==> src/rtl/freq_sel_axi_regs.sv <==
`timescale 1ns/1ps
`default_nettype none
//==============================================================================
// Module : freq_sel_axi_regs
// Desc   : AXI4-Lite register block for the double-banked frequency-selection
//          table (shadow/active banks, synchronous lookup port). Optional macro
//          FREQ_SEL_READBACK_EN enables shadow-bank readback at offset 0x08.
// Rev    : 1.0  initial release
//==============================================================================
module freq_sel_axi_regs #(
   parameter int N_ENTRY   = 32,
   parameter int BIN_WIDTH = 14,
   parameter int CH_WIDTH  = 4
) (
   input  logic                          clk_100MHz,
   input  logic                          reset,
   input  logic [4:0]                    s_axi_awaddr,
   input  logic                          s_axi_awvalid,
   output logic                          s_axi_awready,
   input  logic [31:0]                   s_axi_wdata,
   input  logic [3:0]                    s_axi_wstrb,
   input  logic                          s_axi_wvalid,
   output logic                          s_axi_wready,
   output logic [1:0]                    s_axi_bresp,
   output logic                          s_axi_bvalid,
   input  logic                          s_axi_bready,
   input  logic [4:0]                    s_axi_araddr,
   input  logic                          s_axi_arvalid,
   output logic                          s_axi_arready,
   output logic [31:0]                   s_axi_rdata,
   output logic [1:0]                    s_axi_rresp,
   output logic                          s_axi_rvalid,
   input  logic                          s_axi_rready,
   input  logic [4:0]                    lut_addr,
   output logic [CH_WIDTH+BIN_WIDTH-1:0] lut_data,
   output logic [5:0]                    lut_count,
   output logic                          lut_en
);

   localparam int         c_DW        = CH_WIDTH + BIN_WIDTH;
   localparam int         c_IW        = $clog2(2 * N_ENTRY);
   localparam logic [4:0] c_A_ENTRY   = 5'h00;
   localparam logic [4:0] c_A_COMMIT  = 5'h04;
   localparam logic [4:0] c_A_RDBK    = 5'h08;
   localparam logic [4:0] c_A_STATUS  = 5'h0C;
   localparam logic [4:0] c_A_CONTROL = 5'h10;
   localparam logic [1:0] c_OKAY      = 2'b00;
   localparam logic [1:0] c_SLVERR    = 2'b10;
   localparam logic [5:0] c_N6        = 6'(N_ENTRY);
   localparam logic [c_IW-1:0] c_NI   = c_IW'(N_ENTRY);

   typedef enum logic [1:0] {W_RST = 2'd0, W_IDLE = 2'd1, W_RESP = 2'd2} w_state_t;
   typedef enum logic [1:0] {R_RST = 2'd0, R_IDLE = 2'd1, R_DATA = 2'd2} r_state_t;

   w_state_t r_wstate, w_wstate_nxt;
   r_state_t r_rstate, w_rstate_nxt;

   logic [c_DW-1:0] r_mem [2*N_ENTRY];

   logic            r_aw_got, r_w_got;
   logic [4:0]      r_awaddr;
   logic [31:0]     r_wdata;
   logic [1:0]      r_bresp, r_rresp;
   logic [31:0]     r_rdata;
   logic [5:0]      r_wr_ptr, r_lut_count;
   logic            r_overflow, r_bank, r_lut_en;
   logic [7:0]      r_commit_cnt;
   logic [c_DW-1:0] r_lut_data;

   logic            w_wr_fire, w_rd_fire;
   logic [4:0]      w_wr_addr;
   logic [31:0]     w_wr_data, w_rd_data, w_status;
   logic [1:0]      w_bresp, w_rd_resp;
   logic            w_is_entry, w_entry_ok, w_commit, w_ctrl_wr;
   logic [c_IW-1:0] w_shadow_idx, w_act_idx;
   logic [c_DW-1:0] w_entry;
   logic [5:0]      w_rb_field;
   logic            w_unused_ok;

   assign w_unused_ok = &{1'b0, s_axi_wstrb, w_wr_data};

   // Write channel: AW and W are captured independently; the effect fires once both are held.
   always_comb begin : p_wr_fsm
      s_axi_awready = 1'b0;
      s_axi_wready  = 1'b0;
      w_wr_fire     = 1'b0;
      w_wstate_nxt  = r_wstate;
      case (r_wstate)
         W_RST:  w_wstate_nxt = W_IDLE;
         W_IDLE: begin
            s_axi_awready = ~r_aw_got;
            s_axi_wready  = ~r_w_got;
            w_wr_fire     = (r_aw_got | s_axi_awvalid) & (r_w_got | s_axi_wvalid);
            if (w_wr_fire) w_wstate_nxt = W_RESP;
         end
         W_RESP: if (s_axi_bready) w_wstate_nxt = W_IDLE;
         default: w_wstate_nxt = W_RST;
      endcase
   end

   always_comb begin : p_wr_decode
      w_wr_addr  = r_aw_got ? r_awaddr : s_axi_awaddr;
      w_wr_data  = r_w_got  ? r_wdata  : s_axi_wdata;
      w_is_entry = w_wr_fire && (w_wr_addr == c_A_ENTRY);
      w_entry_ok = w_is_entry && (r_wr_ptr != c_N6);
      w_commit   = w_wr_fire && (w_wr_addr == c_A_COMMIT) && w_wr_data[0];
      w_ctrl_wr  = w_wr_fire && (w_wr_addr == c_A_CONTROL);
      w_entry    = {w_wr_data[16 +: CH_WIDTH], w_wr_data[0 +: BIN_WIDTH]};
      case (w_wr_addr)
         c_A_ENTRY:                                 w_bresp = (r_wr_ptr == c_N6) ? c_SLVERR : c_OKAY;
         c_A_COMMIT, c_A_RDBK, c_A_STATUS, c_A_CONTROL: w_bresp = c_OKAY;
         default:                                   w_bresp = c_SLVERR;
      endcase
   end

   // Shadow bank is the one not selected by r_bank.
   assign w_shadow_idx = (r_bank ? '0 : c_NI) + c_IW'(r_wr_ptr);
   assign w_act_idx    = (r_bank ? c_NI : '0) + c_IW'(lut_addr);

`ifdef FREQ_SEL_READBACK_EN
   logic [5:0]      r_rb_ptr;
   logic [c_IW-1:0] w_rb_idx;
   logic [c_DW-1:0] w_rb_entry;
   assign w_rb_idx   = (r_bank ? '0 : c_NI) + c_IW'(r_rb_ptr);
   assign w_rb_entry = r_mem[w_rb_idx];
   assign w_rb_field = r_rb_ptr;
`else
   assign w_rb_field = 6'd0;
`endif

   assign w_status = {r_commit_cnt, w_rb_field, r_overflow, r_bank, 2'b00,
                      r_lut_count, 2'b00, r_wr_ptr};

   always_comb begin : p_rd_fsm
      s_axi_arready = 1'b0;
      w_rd_fire     = 1'b0;
      w_rstate_nxt  = r_rstate;
      case (r_rstate)
         R_RST:  w_rstate_nxt = R_IDLE;
         R_IDLE: begin
            s_axi_arready = 1'b1;
            w_rd_fire     = s_axi_arvalid;
            if (s_axi_arvalid) w_rstate_nxt = R_DATA;
         end
         R_DATA: if (s_axi_rready) w_rstate_nxt = R_IDLE;
         default: w_rstate_nxt = R_RST;
      endcase
   end

   always_comb begin : p_rd_decode
      w_rd_data = 32'd0;
      w_rd_resp = c_OKAY;
      case (s_axi_araddr)
         c_A_ENTRY, c_A_COMMIT: w_rd_data = 32'd0;
`ifdef FREQ_SEL_READBACK_EN
         c_A_RDBK:    w_rd_data = {{(16-CH_WIDTH){1'b0}}, w_rb_entry[c_DW-1 -: CH_WIDTH],
                                   {(16-BIN_WIDTH){1'b0}}, w_rb_entry[BIN_WIDTH-1:0]};
`else
         c_A_RDBK:    w_rd_data = 32'd0;
`endif
         c_A_STATUS:  w_rd_data = w_status;
         c_A_CONTROL: w_rd_data = {30'd0, r_lut_en, 1'b0};
         default:     w_rd_resp = c_SLVERR;
      endcase
   end

   always_ff @(posedge clk_100MHz) begin : p_mem
      if (w_entry_ok) r_mem[w_shadow_idx] <= w_entry;
   end

   always_ff @(posedge clk_100MHz or posedge reset) begin : p_regs
      if (reset) begin
         r_wstate     <= W_RST;
         r_rstate     <= R_RST;
         r_aw_got     <= 1'b0;
         r_w_got      <= 1'b0;
         r_awaddr     <= '0;
         r_wdata      <= '0;
         r_bresp      <= c_OKAY;
         r_rresp      <= c_OKAY;
         r_rdata      <= '0;
         r_wr_ptr     <= '0;
         r_lut_count  <= '0;
         r_overflow   <= 1'b0;
         r_bank       <= 1'b0;
         r_lut_en     <= 1'b0;
         r_commit_cnt <= '0;
         r_lut_data   <= '0;
`ifdef FREQ_SEL_READBACK_EN
         r_rb_ptr     <= '0;
`endif
      end else begin
         r_wstate   <= w_wstate_nxt;
         r_rstate   <= w_rstate_nxt;
         r_lut_data <= r_mem[w_act_idx];
         if (r_wstate == W_IDLE) begin
            if (w_wr_fire) begin
               r_aw_got <= 1'b0;
               r_w_got  <= 1'b0;
               r_bresp  <= w_bresp;
            end else begin
               if (s_axi_awvalid && s_axi_awready) begin
                  r_aw_got <= 1'b1;
                  r_awaddr <= s_axi_awaddr;
               end
               if (s_axi_wvalid && s_axi_wready) begin
                  r_w_got <= 1'b1;
                  r_wdata <= s_axi_wdata;
               end
            end
         end
         if (w_rd_fire) begin
            r_rdata <= w_rd_data;
            r_rresp <= w_rd_resp;
         end
`ifdef FREQ_SEL_READBACK_EN
         if (w_rd_fire && (s_axi_araddr == c_A_RDBK))
            r_rb_ptr <= (r_rb_ptr == c_N6 - 6'd1) ? '0 : r_rb_ptr + 6'd1;
`endif
         if (w_entry_ok) r_wr_ptr <= r_wr_ptr + 6'd1;
         if (w_is_entry && !w_entry_ok) r_overflow <= 1'b1;
         // Commit/clear are ordered last so they win over a same-cycle pointer bump.
         if (w_commit) begin
            r_bank       <= ~r_bank;
            r_lut_count  <= r_wr_ptr;
            r_wr_ptr     <= '0;
            r_overflow   <= 1'b0;
            r_commit_cnt <= r_commit_cnt + 8'd1;
`ifdef FREQ_SEL_READBACK_EN
            r_rb_ptr     <= '0;
`endif
         end
         if (w_ctrl_wr) begin
            r_lut_en <= w_wr_data[1];
            if (w_wr_data[0]) begin
               r_wr_ptr   <= '0;
               r_overflow <= 1'b0;
`ifdef FREQ_SEL_READBACK_EN
               r_rb_ptr   <= '0;
`endif
            end
         end
      end
   end

   assign s_axi_bvalid = (r_wstate == W_RESP);
   assign s_axi_bresp  = r_bresp;
   assign s_axi_rvalid = (r_rstate == R_DATA);
   assign s_axi_rdata  = r_rdata;
   assign s_axi_rresp  = r_rresp;
   assign lut_data     = r_lut_data;
   assign lut_count    = r_lut_count;
   assign lut_en       = r_lut_en;

endmodule
`default_nettype wire

==> config.mk <==
export PLATFORM = sky130hd
export DESIGN_NAME = freq_sel_axi_regs
export DESIGN_NICKNAME = d
export VERILOG_FILES = /design/src/rtl/freq_sel_axi_regs.sv
export SDC_FILE = /design/constraint.sdc
export NUM_CORES = 1
export LEC_CHECK = 0
export CORE_ASPECT_RATIO = 1.75
export CORE_UTILIZATION = 55
export CTS_CLUSTER_DIAMETER = 200
export DETAILED_ROUTE_END_ITERATION = 7
export GPL_TIMING_DRIVEN = 0
export PLACE_DENSITY_LB_ADDON = 0.15
export REMOVE_ABC_BUFFERS = 1
export SYNTH_ARGS = -nofsm -noshare
export SYNTH_HDL_FRONTEND = slang
export SYNTH_SLANG_ARGS = --single-unit
==> constraint.sdc <==
create_clock -name clk_100MHz -period 7.5 [get_ports clk_100MHz]
set_clock_uncertainty 0.1 [all_clocks]
set_input_delay 2.25 -clock clk_100MHz [delete_from_list [all_inputs] [get_ports clk_100MHz]]
set_output_delay 2.25 -clock clk_100MHz [all_outputs]
set_load 0.05 [all_outputs]
==> impl_metrics.tcl <==
set metrics [dict create \
    status "finished, violations left" \
    ys_ff_latch 1246 \
    cp_slowest_cell "a221oi_1" \
    crit_path_start_kind "input pin" \
    die_area_um2 89200 \
    fin_util 0.633 \
    irDropWorstVdd_v 0.000416 \
    placed_cells 3586 \
    min_to "r_commit_cnt[7]" \
    clk_pin_slew_ps 60 \
    vias 23400 \
    reg2reg_depth 6 \
    coreArea_um2 87000 \
    hp-start "r_commit_cnt[7]" \
    track_usage 0.251 \
    firstDrtPassIters 6 \
    syn_avg_cell_area_um2 20.3 \
    cp_top_family "buffers and inverters" \
    drc_errors 0 \
    hold_viol_final 0 \
    crit_path_max_incr_delay_ps 1130 \
    overflow 0 \
    grt_pass1_wl_um 161000 \
    hold_class "reg -> reg" \
    root_buffer "clkbuf_16" \
    die_x_um 226 \
    postLayoutCellArea_um2 55100 \
    synthCells 2387 \
    viasPerCell 6.19 \
    violations "max-slew violations" \
    ys_warn_count 0 \
    ios 124 \
    area_growth_pct 13.8 \
    async_flop_share 0.0754 \
    layout_common_cells "1,152 x edfxtp_1, 198 x mux4_2, 175 x mux2i_1" \
    fin_nets 2593 \
    numCtsBuffers 103 \
    ys_seq_area_frac 0.763 \
    crit_buf_inv 4 \
    clk-insertion-delay-late_ps 700 \
    worstReg2RegStart "r_w_got" \
    start_util 0.557 \
    fin_crit_sh 0.782 \
    grt_pass1_vias 24700 \
    synth_edf_count 1152 \
    mostFrequentLayoutCell "edfxtp_1" \
    finalNonFillerCells 3782 \
    rows 143 \
    top_layer "met5" \
    critPathCaptureType "register" \
    dp.final_hpwl_um 66200 \
    required_ps 8020 \
    antenna_left 0 \
    hold_buffers 0 \
    finalMaxSlewViolations 1 \
    yosysUniqueCellTypes 56 \
    synthFlopType "edfxtp_1" \
    post_cts_buffers 0 \
    p_leak_nw 18.1 \
    fillCellCount 5991 \
    syn-cell-area_um2 48400 \
    critical_path.max_fanout 89 \
    gp_congestion 0.829 \
    h-tree-depth 3 \
    crit_path_frequent_cell "buf_16" \
    min_period_ps 5860 \
    cts_sinks 1246 \
    r2r_setup_slack_ps 3360 \
    clock.fmax_mhz 171 \
    route.met2.wl_um 57200 \
    wl_met3_um 5900 \
    slew_headroom -0.0518 \
    finalSetupViolCount 0 \
    power_density_nw_per_um2 297 \
    rsz0062_at_grt "no" \
    cp-startpoint "lut_addr[0]" \
    crit_chain "buf_8, buf_16, buf_16, buf_16, mux2i_1, a22oi_1, nand2_1, a221oi_1, o311a_1" \
    tightest_slew_ps 1580 \
    hold-path-cell-count 1 \
    wl_met1_um 41200 \
    port_buffers 93 \
    post_dp_cell_area_um2 51600 \
    drtIter0Drc 2494 \
    drv_cap 0 \
    wl_per_cell_um 28.7 \
    critPathArrivalTime_ps 6380 \
    reg2reg_to "r_mem[51][6]" \
    grt_max_degree 90 \
    clock_path_buffers 3 \
    cts_resized 0 \
    die_y_um 394 \
    totalWireLength_um 109000 \
    layout-drive-gt1-share 0.237 \
    antenna_found_initial 1 \
    worstSetupPathType "in -> reg" \
    cts_tree "built" \
]
-- worst max-delay path by stage --
| stage | endpoint | slack [ps] | cells after the start |
|---|---|---|---|
| 2_1_floorplan | lut_count[0] | 2700 | 1 |
| 3_3_place_gp | lut_data[0] | -18110 | 6 |
| 3_5_place_dp | lut_data[8] | 870 | 9 |
| 4_1_cts | lut_data[10] | 1620 | 9 |
| 5_1_grt | lut_data[8] | 1550 | 9 |
| 6_report | lut_data[8] | 1640 | 9 |
-- synthesized netlist by cell type (11+ instances only) --
cell	n	area [um2]
nor2_1	108	405
edfxtp_1	1152	34600
a22o_1	21	184
o311a_1	11	110
o211ai_1	23	173
o221a_2	11	124
mux2_2	86	968
o22ai_1	23	144
buf_4	35	263
buf_2	23	115
mux2i_1	175	1750
o21ai_0	33	165
nand3_1	26	130
mux4_2	198	4460
nor2b_1	13	81.3
a22oi_1	115	863
buf_6	16	180
clkbuf_1	61	229
nand2_1	44	165
dfrtp_1	94	2350
a221oi_1	11	96.3
-- worst reg2reg max path, delay by kind of cell (launching register included) --
| kind | cells | cell delay, ps |
|---|---|---|
| flip-flops | 1 | 1010 |
| AO/OA/AOI/OAI | 1 | 320 |
| buffers and inverters | 1 | 230 |
| AND/OR/NAND/NOR | 4 | 2160 |
-- area by class of cell --
type,instances,area [um2],area share
sequential,1246,36900,0.671
tap,1160,1450,0.0264
antenna,1,2.50,0.0000455
timing repair buffer,175,2430,0.0441
multi-input combinational,1002,10900,0.197
inverter,4,17.5,0.000318
clock buffer,144,2910,0.0528
clock inverter,50,435,0.00791
-- routing by layer --
metal | global-route usage | vias up
met5 | 0 | -
met4 | 0.0972 | 2
met3 | 0.0395 | 178
met2 | 0.434 | 747
met1 | 0.319 | 12400
li1 | - | 10100
-- logic make-up (layout without fill, tap and decap cells) --
logic type	count (synthesis)	count (layout)	share of synthesized area
DFF	1246	1246	0.763
muxes	467	467	0.151
AOI/OAI and AO/OA	268	268	0.0412
and+or+nand+nor	238	238	0.0235
buffers and inverters	150	373	0.0177
xor gates and xnor gates	14	14	0.00253
adders and majority gates	3	3	0.000776
other	1	13	0.0000775
-- registers in the layout (all words and copies together) (netlist names), 2 cells and up --
signal	cells
r_mem	1152
s_axi_rdata	22
lut_data	18
r_wdata	18
r_commit_cnt	8
lut_count	6
r_wr_ptr	6
r_awaddr	5
r_rstate	2
r_wstate	2
-- metrics by stage --
step	hold slack [ps]	TNS [ps]	setup slack, ps	power [mW]
CTS	400	0	1620	16.5
global placement	361	-317940	-18110	11.3
detailed placement	382	0	869	11.2
finish	388	0	1640	16.4
global route	412	0	1550	16.9
floorplan	346	0	2700	10.0
-- where the power goes --
part	switching, mW	internal (mW)
clock network	2.40	2.96
registers	0.120	8.66
logic	1.71	0.519
total	4.23	12.1
Note: power is estimated with default switching activity, not from simulation.
